<file path="config.mk">
export PLATFORM = sky130hd
export DESIGN_NAME = lsu_ctrl_flat
export DESIGN_NICKNAME = d
export VERILOG_FILES = /design/src/rtl/lsu_ctrl_if.sv /design/src/rtl/lsu_ctrl.sv /design/src/flat_wrapper.sv
export SDC_FILE = /design/constraint.sdc
export NUM_CORES = 1
export LEC_CHECK = 0
export CORE_AREA = 2 2 148 150
export DETAILED_ROUTE_END_ITERATION = 12
export DIE_AREA = 0 0 150 152
export PLACE_DENSITY = 0.84
export SLEW_MARGIN = 10
export SYNTH_ARGS = -nofsm -noshare
export SYNTH_HDL_FRONTEND = slang
export SYNTH_SLANG_ARGS = --single-unit
</file>
<file path="constraint.sdc">
create_clock -name clk -period 2.4 [get_ports clk]
set_clock_uncertainty 0.2 [all_clocks]
set_input_delay 0.36 -clock clk [delete_from_list [all_inputs] [get_ports clk]]
set_output_delay 0.36 -clock clk [all_outputs]
set_load 0.005 [all_outputs]
</file>
<file path="src/rtl/lsu_ctrl_if.sv">
// Handshake and cache-request bundle between execute, lsu_ctrl, writeback and the data cache.
// slave: the controller's view; master: the surrounding pipeline and cache.
interface lsu_ctrl_if;
  logic        in_valid;
  logic        in_ready;
  logic        in_load;
  logic        in_store;
  logic [2:0]  in_funct3;
  logic [31:0] in_addr;
  logic [63:0] in_wdata;
  logic [4:0]  in_rd;
  logic        out_valid;
  logic        out_ready;
  logic [4:0]  out_rd;
  logic [63:0] out_data;
  logic        out_fault;
  logic        dc_use_cache;
  logic        dc_r_ren;
  logic        dc_r_wen;
  logic [31:0] dc_raddr;
  logic [31:0] dc_waddr;
  logic [63:0] dc_wdata;
  logic [7:0]  dc_wmask;
  logic        dc_inst_update;
  logic [63:0] dc_rdata_align;
  logic        dc_cache_finish;

  modport slave (
    input  in_valid, in_load, in_store, in_funct3, in_addr, in_wdata, in_rd,
    input  out_ready, dc_rdata_align, dc_cache_finish,
    output in_ready, out_valid, out_rd, out_data, out_fault,
    output dc_use_cache, dc_r_ren, dc_r_wen, dc_raddr, dc_waddr, dc_wdata, dc_wmask,
    output dc_inst_update
  );

  modport master (
    output in_valid, in_load, in_store, in_funct3, in_addr, in_wdata, in_rd,
    output out_ready, dc_rdata_align, dc_cache_finish,
    input  in_ready, out_valid, out_rd, out_data, out_fault,
    input  dc_use_cache, dc_r_ren, dc_r_wen, dc_raddr, dc_waddr, dc_wdata, dc_wmask,
    input  dc_inst_update
  );
endinterface

</file>
<file path="src/rtl/lsu_ctrl.sv">
// Memory-stage load/store controller in front of the data cache (IDLE/ACCESS/RESP).
// Optional misaligned-access trap enabled by defining LSU_MISALIGN_TRAP_EN.
module lsu_ctrl #(
  parameter logic [31:0] CACHE_BASE  = 32'h8000_0000,
  parameter logic [31:0] CACHE_LIMIT = 32'h8800_0000
) (
  input  logic      clk,
  input  logic      rst,
  lsu_ctrl_if.slave bus
);

  typedef enum logic [1:0] {IDLE, ACCESS, RESP} state_t;

  state_t      r_state, w_next;
  logic [31:0] r_addr;
  logic [2:0]  r_funct3;
  logic [63:0] r_wdata;
  logic [4:0]  r_rd;
  logic        r_load, r_store;
  logic [63:0] r_out_data;
  logic        r_out_fault;

  logic        w_accept, w_mem, w_in_range, w_misalign, w_fault, w_access;
  logic [63:0] w_load_ext, w_wdata_al;
  logic [7:0]  w_mask;

  assign w_accept   = bus.in_valid && (r_state == IDLE);
  assign w_mem      = bus.in_load || bus.in_store;
  assign w_in_range = (bus.in_addr >= CACHE_BASE) && (bus.in_addr < CACHE_LIMIT);

`ifdef LSU_MISALIGN_TRAP_EN
  always_comb begin
    w_misalign = 1'b0;
    case (bus.in_funct3[1:0])
      2'b01:   w_misalign = bus.in_addr[0];
      2'b10:   w_misalign = |bus.in_addr[1:0];
      2'b11:   w_misalign = |bus.in_addr[2:0];
      default: w_misalign = 1'b0;
    endcase
  end
`else
  assign w_misalign = 1'b0;
`endif

  // Any fault short-circuits to RESP so the cache never sees the request.
  assign w_fault = (bus.in_load && bus.in_store)
                || (w_mem && !w_in_range)
                || (bus.in_store && bus.in_funct3[2])
                || (bus.in_load && (bus.in_funct3 == 3'b111))
                || (w_mem && w_misalign);

  always_comb begin
    w_next = r_state;
    case (r_state)
      IDLE:    if (bus.in_valid) w_next = (!w_mem || w_fault) ? RESP : ACCESS;
      ACCESS:  if (bus.dc_cache_finish) w_next = RESP;
      RESP:    if (bus.out_ready) w_next = IDLE;
      default: w_next = IDLE;
    endcase
  end

  always_comb begin
    w_load_ext = '0;
    case (r_funct3)
      3'b000:  w_load_ext = {{56{bus.dc_rdata_align[7]}},  bus.dc_rdata_align[7:0]};
      3'b001:  w_load_ext = {{48{bus.dc_rdata_align[15]}}, bus.dc_rdata_align[15:0]};
      3'b010:  w_load_ext = {{32{bus.dc_rdata_align[31]}}, bus.dc_rdata_align[31:0]};
      3'b011:  w_load_ext = bus.dc_rdata_align;
      3'b100:  w_load_ext = {56'd0, bus.dc_rdata_align[7:0]};
      3'b101:  w_load_ext = {48'd0, bus.dc_rdata_align[15:0]};
      3'b110:  w_load_ext = {32'd0, bus.dc_rdata_align[31:0]};
      default: w_load_ext = '0;
    endcase
  end

  always_comb begin
    w_mask     = 8'hFF;
    w_wdata_al = '0;
    case (r_funct3[1:0])
      2'b00:   w_mask = 8'h01;
      2'b01:   w_mask = 8'h03;
      2'b10:   w_mask = 8'h0F;
      default: w_mask = 8'hFF;
    endcase
    for (int i = 0; i < 8; i++)
      w_wdata_al[8*i +: 8] = w_mask[i] ? r_wdata[8*i +: 8] : 8'h00;
  end

  always_ff @(posedge clk) begin
    if (rst) begin
      r_state     <= IDLE;
      r_addr      <= '0;
      r_funct3    <= '0;
      r_wdata     <= '0;
      r_rd        <= '0;
      r_load      <= 1'b0;
      r_store     <= 1'b0;
      r_out_data  <= '0;
      r_out_fault <= 1'b0;
    end else begin
      r_state <= w_next;
      if (w_accept) begin
        r_addr      <= bus.in_addr;
        r_funct3    <= bus.in_funct3;
        r_wdata     <= bus.in_wdata;
        r_rd        <= bus.in_rd;
        r_load      <= bus.in_load;
        r_store     <= bus.in_store;
        r_out_fault <= w_fault;
        r_out_data  <= w_mem ? 64'd0 : bus.in_wdata;
      end
      if ((r_state == ACCESS) && bus.dc_cache_finish)
        r_out_data <= r_store ? 64'd0 : w_load_ext;
    end
  end

  // Request outputs decode straight from state so they drop the edge we leave ACCESS.
  assign w_access           = (r_state == ACCESS);
  assign bus.in_ready       = (r_state == IDLE);
  assign bus.out_valid      = (r_state == RESP);
  assign bus.out_rd         = r_rd;
  assign bus.out_data       = r_out_data;
  assign bus.out_fault      = r_out_fault;
  assign bus.dc_use_cache   = w_access;
  assign bus.dc_inst_update = w_access;
  assign bus.dc_r_ren       = w_access && r_load;
  assign bus.dc_r_wen       = w_access && r_store;
  assign bus.dc_raddr       = w_access ? r_addr : 32'd0;
  assign bus.dc_waddr       = w_access ? r_addr : 32'd0;
  assign bus.dc_wdata       = (w_access && r_store) ? w_wdata_al : 64'd0;
  assign bus.dc_wmask       = (w_access && r_store) ? w_mask : 8'h00;

endmodule

</file>
<file path="src/flat_wrapper.sv">
// flat-port wrapper written by rule: the top's interface ports become plain ports
module lsu_ctrl_flat 
#(
  parameter logic [31:0] CACHE_BASE  = 32'h8000_0000,
  parameter logic [31:0] CACHE_LIMIT = 32'h8800_0000
)
  (clk, rst, bus_in_valid, bus_in_load, bus_in_store, bus_in_funct3, bus_in_addr, bus_in_wdata, bus_in_rd, bus_out_ready, bus_dc_rdata_align, bus_dc_cache_finish, bus_in_ready, bus_out_valid, bus_out_rd, bus_out_data, bus_out_fault, bus_dc_use_cache, bus_dc_r_ren, bus_dc_r_wen, bus_dc_raddr, bus_dc_waddr, bus_dc_wdata, bus_dc_wmask, bus_dc_inst_update);
  lsu_ctrl_if bus_i ();
  input  logic clk;
  input  logic rst;
  input wire logic [$bits(bus_i.in_valid)-1:0] bus_in_valid;
  input wire logic [$bits(bus_i.in_load)-1:0] bus_in_load;
  input wire logic [$bits(bus_i.in_store)-1:0] bus_in_store;
  input wire logic [$bits(bus_i.in_funct3)-1:0] bus_in_funct3;
  input wire logic [$bits(bus_i.in_addr)-1:0] bus_in_addr;
  input wire logic [$bits(bus_i.in_wdata)-1:0] bus_in_wdata;
  input wire logic [$bits(bus_i.in_rd)-1:0] bus_in_rd;
  input wire logic [$bits(bus_i.out_ready)-1:0] bus_out_ready;
  input wire logic [$bits(bus_i.dc_rdata_align)-1:0] bus_dc_rdata_align;
  input wire logic [$bits(bus_i.dc_cache_finish)-1:0] bus_dc_cache_finish;
  output wire logic [$bits(bus_i.in_ready)-1:0] bus_in_ready;
  output wire logic [$bits(bus_i.out_valid)-1:0] bus_out_valid;
  output wire logic [$bits(bus_i.out_rd)-1:0] bus_out_rd;
  output wire logic [$bits(bus_i.out_data)-1:0] bus_out_data;
  output wire logic [$bits(bus_i.out_fault)-1:0] bus_out_fault;
  output wire logic [$bits(bus_i.dc_use_cache)-1:0] bus_dc_use_cache;
  output wire logic [$bits(bus_i.dc_r_ren)-1:0] bus_dc_r_ren;
  output wire logic [$bits(bus_i.dc_r_wen)-1:0] bus_dc_r_wen;
  output wire logic [$bits(bus_i.dc_raddr)-1:0] bus_dc_raddr;
  output wire logic [$bits(bus_i.dc_waddr)-1:0] bus_dc_waddr;
  output wire logic [$bits(bus_i.dc_wdata)-1:0] bus_dc_wdata;
  output wire logic [$bits(bus_i.dc_wmask)-1:0] bus_dc_wmask;
  output wire logic [$bits(bus_i.dc_inst_update)-1:0] bus_dc_inst_update;
  assign bus_i.in_valid = bus_in_valid;
  assign bus_i.in_load = bus_in_load;
  assign bus_i.in_store = bus_in_store;
  assign bus_i.in_funct3 = bus_in_funct3;
  assign bus_i.in_addr = bus_in_addr;
  assign bus_i.in_wdata = bus_in_wdata;
  assign bus_i.in_rd = bus_in_rd;
  assign bus_i.out_ready = bus_out_ready;
  assign bus_i.dc_rdata_align = bus_dc_rdata_align;
  assign bus_i.dc_cache_finish = bus_dc_cache_finish;
  assign bus_in_ready = bus_i.in_ready;
  assign bus_out_valid = bus_i.out_valid;
  assign bus_out_rd = bus_i.out_rd;
  assign bus_out_data = bus_i.out_data;
  assign bus_out_fault = bus_i.out_fault;
  assign bus_dc_use_cache = bus_i.dc_use_cache;
  assign bus_dc_r_ren = bus_i.dc_r_ren;
  assign bus_dc_r_wen = bus_i.dc_r_wen;
  assign bus_dc_raddr = bus_i.dc_raddr;
  assign bus_dc_waddr = bus_i.dc_waddr;
  assign bus_dc_wdata = bus_i.dc_wdata;
  assign bus_dc_wmask = bus_i.dc_wmask;
  assign bus_dc_inst_update = bus_i.dc_inst_update;
  lsu_ctrl #(.CACHE_BASE(CACHE_BASE), .CACHE_LIMIT(CACHE_LIMIT)) u_core (.clk(clk), .rst(rst), .bus(bus_i));
endmodule
</file>
==> run_results.csv <==
group,metric,value,unit
cells_and_area,stdcell_area,13300,um2
cells_and_area,syn2layout_area_growth,60.6,%
cells_and_area,multiInputGateArea,4270,um2
routing,wl_met3,2790,um
synth,seq_area_frac_synth,41.7,%
synth,synth_flop_cell,"dfxtp_1",
clocking,cts-root-buf,"clkbuf_16",
global_route,grt_max_degree,67,
routing,wirelength,33000,um
place,place_area,12300,um2
routing,dr.max_layer_used,"met4",
synth,async_flop_share,0,%
global_route,grt_pass1_vias,8880,
worst_setup_path,critPathArrivalTime,1.97,ns
routing,wl_met2,16500,um
pwr,peakVddDrop,0.437,mV
worst_setup_path,worstPathRequired,1.84,ns
cells_and_area,nets,1628,
floorplanning,dieHeight,152,um
cells_and_area,final_cell_mix,"nand2_1, clkdlybuf4s50_1, a21oi_1, dfxtp_1, nor2_1",
timing,final_hold_viol_count,0,
clocking,cts_made_buffers,17,
pwr,leakagePower,5.50,nW
floorplanning,die_area,22800,um2
timing,max-slew-margin-rel,62.1,%
routing,dr.pass1.iters,5,
floorplanning,ios,387,
routing,antenna_left,0,
synth,yosys.cell_types.count,38,
global_route,grt_pass1_wl,50100,um
global_route,grt.total_usage,28.1,%
job,cap_violations,0,
timing,final_max_slew_viol_count,0,
routing,num_vias,9238,
min_path,hold_class,"input pin to register",
place,hpwl,22000,um
floorplanning,coreArea,21400,um2
cells_and_area,nFillCells,1843,
place,routabilityCongestion,0.868,
clocking,cts_sinks,173,
synth,netlist_instances,1122,
routing,via_per_inst,5.29,
synth,syn_area_per_cell,7.40,um2
worst_setup_path,worstSetupPathType,"register to primary output",
place,numPortBuffers,386,
place,place_inst,1683,
global_route,overflow,0,
floorplanning,start_util,38.9,%
run_status,outcome,"finished, violations left",
floorplanning,rows,54,
worst_setup_path,cp_max_fo,4,
worst_setup_path,end_kind,"primary output",
timing,fin_ws,-0.132,ns
routing,wl_per_cell,18.9,um
timing,holdWs,0.204,ns
clocking,clockBufferDepth,2,
floorplanning,die_w,150,um
pwr,powerDensity,604,nW/um2
routing,wl_met1,12500,um
synth,ys_ff_latch,173,
cells_and_area,final_common_cell,"nand2_1",
synth,synth_edf_count,0,
routing,drc,0,
synth,yosysWarnings,0,
cells_and_area,instances_no_fill,1747,
pwr,power.total,0.00806,W
synth,syn_area,8300,um2
cells_and_area,register_area,3470,um2
routing,drt-initial-drc-count,669,
run_status,violations,"negative setup slack",
clocking,htree_levels,4,
clocking,clk_latency,0.42,ns
global_route,antenna_found_initial,1,
timing,report.final.setup_viol,15,
clocking,cts.reportedPaths.clkPinSlew,0.07,ns
timing,worstMarginPinSlew,0.566,ns
clocking,cts_tree,"built",
worst_setup_path,cp-start-kind,"register",
timing,period_needed,2.53,ns
timing,tns,-1.56,ns
timing,period_share,105,%
timing,fmax,395,MHz
timing,grt_setup_unrepaired,"yes",
cells_and_area,final_layout_size_suffix_gt1_share,17.5,%
synth,syn_nets,1297,
clocking,hold_buffers,0,
final cells by class:
class                      count  area share (%)
tap                          280            2.63
timing repair buffer         453            34.6
clock inverter                14            1.38
inverter                       2          0.0563
antenna                        1          0.0188
sequential                   173            26.0
multi-input combinational    806            32.0
clock buffer                  18            3.29
power breakdown:
group | leakage [nW] | switching, W | internal (W)
Clock | 0.297 | 0.00124 | 0.00169
Sequential | 1.43 | 0.000147 | 0.00313
Combinational | 3.77 | 0.000924 | 0.000931
Total | 5.50 | 0.00231 | 0.00575
layer usage:
layer	vias to the layer above	GRT usage (%)
met3	74	6.55
met5	-	0
met4	0	11.1
met2	479	47.9
li1	4403	-
met1	4282	34.1
worst paths after layout:
kind	startpoint	endpoint	slack (ns)	cells after the start
worst max-delay path	u_core.r_state[0]	bus_dc_wdata[23]	-0.13	9
worst min-delay path	rst	u_core.r_wdata[31]	0.20	2
worst max register to register	u_core.r_state[0]	u_core.bus.out_data[16]	0.19	9
worst min register to register	u_core.r_addr[29]	u_core.r_addr[29]	0.25	2
cell usage after synthesis, types with 3 or more instances:
master / n / area, um2
nand2_1: 250 / 938
a21oi_1: 210 / 1050
dfxtp_1: 173 / 3460
and2_1: 106 / 663
nor2_1: 74 / 278
clkbuf_1: 61 / 229
nor4_1: 41 / 257
buf_4: 40 / 300
buf_2: 34 / 170
nand3_1: 33 / 165
nor3_1: 12 / 60.1
and3_1: 11 / 68.8
a2111oi_2: 10 / 150
o21ai_1: 10 / 50.1
a2bb2oi_1: 8 / 70.1
a31o_2: 8 / 70.1
o21ai_0: 7 / 35.0
a2111oi_1: 6 / 60.1
buf_1: 3 / 11.3
nor2b_1: 3 / 18.8
cells by family (layout without fill, tap and decap cells):
family	count (synthesis)	after routing	share of synthesized area (%)
other cells	0	1	0
flops	173	173	41.7
simple gates	538	538	30.4
buf+inv	143	487	8.99
mux	1	1	0.121
compound gates	267	267	18.8
metrics by stage:
stage	setup slack, ns	util, %
finish	-0.132	62.4
global route	-0.178	62.4
CTS	-0.266	62.1
detailed placement	0.0533	57.4
global placement	0.151	57.4
floorplan	0.451	-
repair_timing:
item | 4_1_cts | 5_1_grt
pin swaps | 9 | 13
endpoints found under the setup margin | 136 | 85
resized for setup | 312 | 174
cloned | 10 | 2
setup buffers | 22 | 9
critical path, cell delays in order (launching register included):
cell       delay [ns]
dfxtp_2          0.34
nor2b_4          0.17
buf_6            0.11
buf_6            0.10
buf_12           0.10
and3_4           0.22
buf_12           0.13
clkbuf_16        0.14
and2_4           0.14
buf_6            0.09
flip-flops by register name (all words and copies together), names as in the netlist, 2 cells and up:
name,cells
u_core.r_wdata,64
u_core.r_addr,32
u_core.bus.out_data,64
u_core.r_state,2
u_core.r_funct3,3
u_core.bus.out_rd,5
Note: power is estimated with default switching activity, not from simulation.
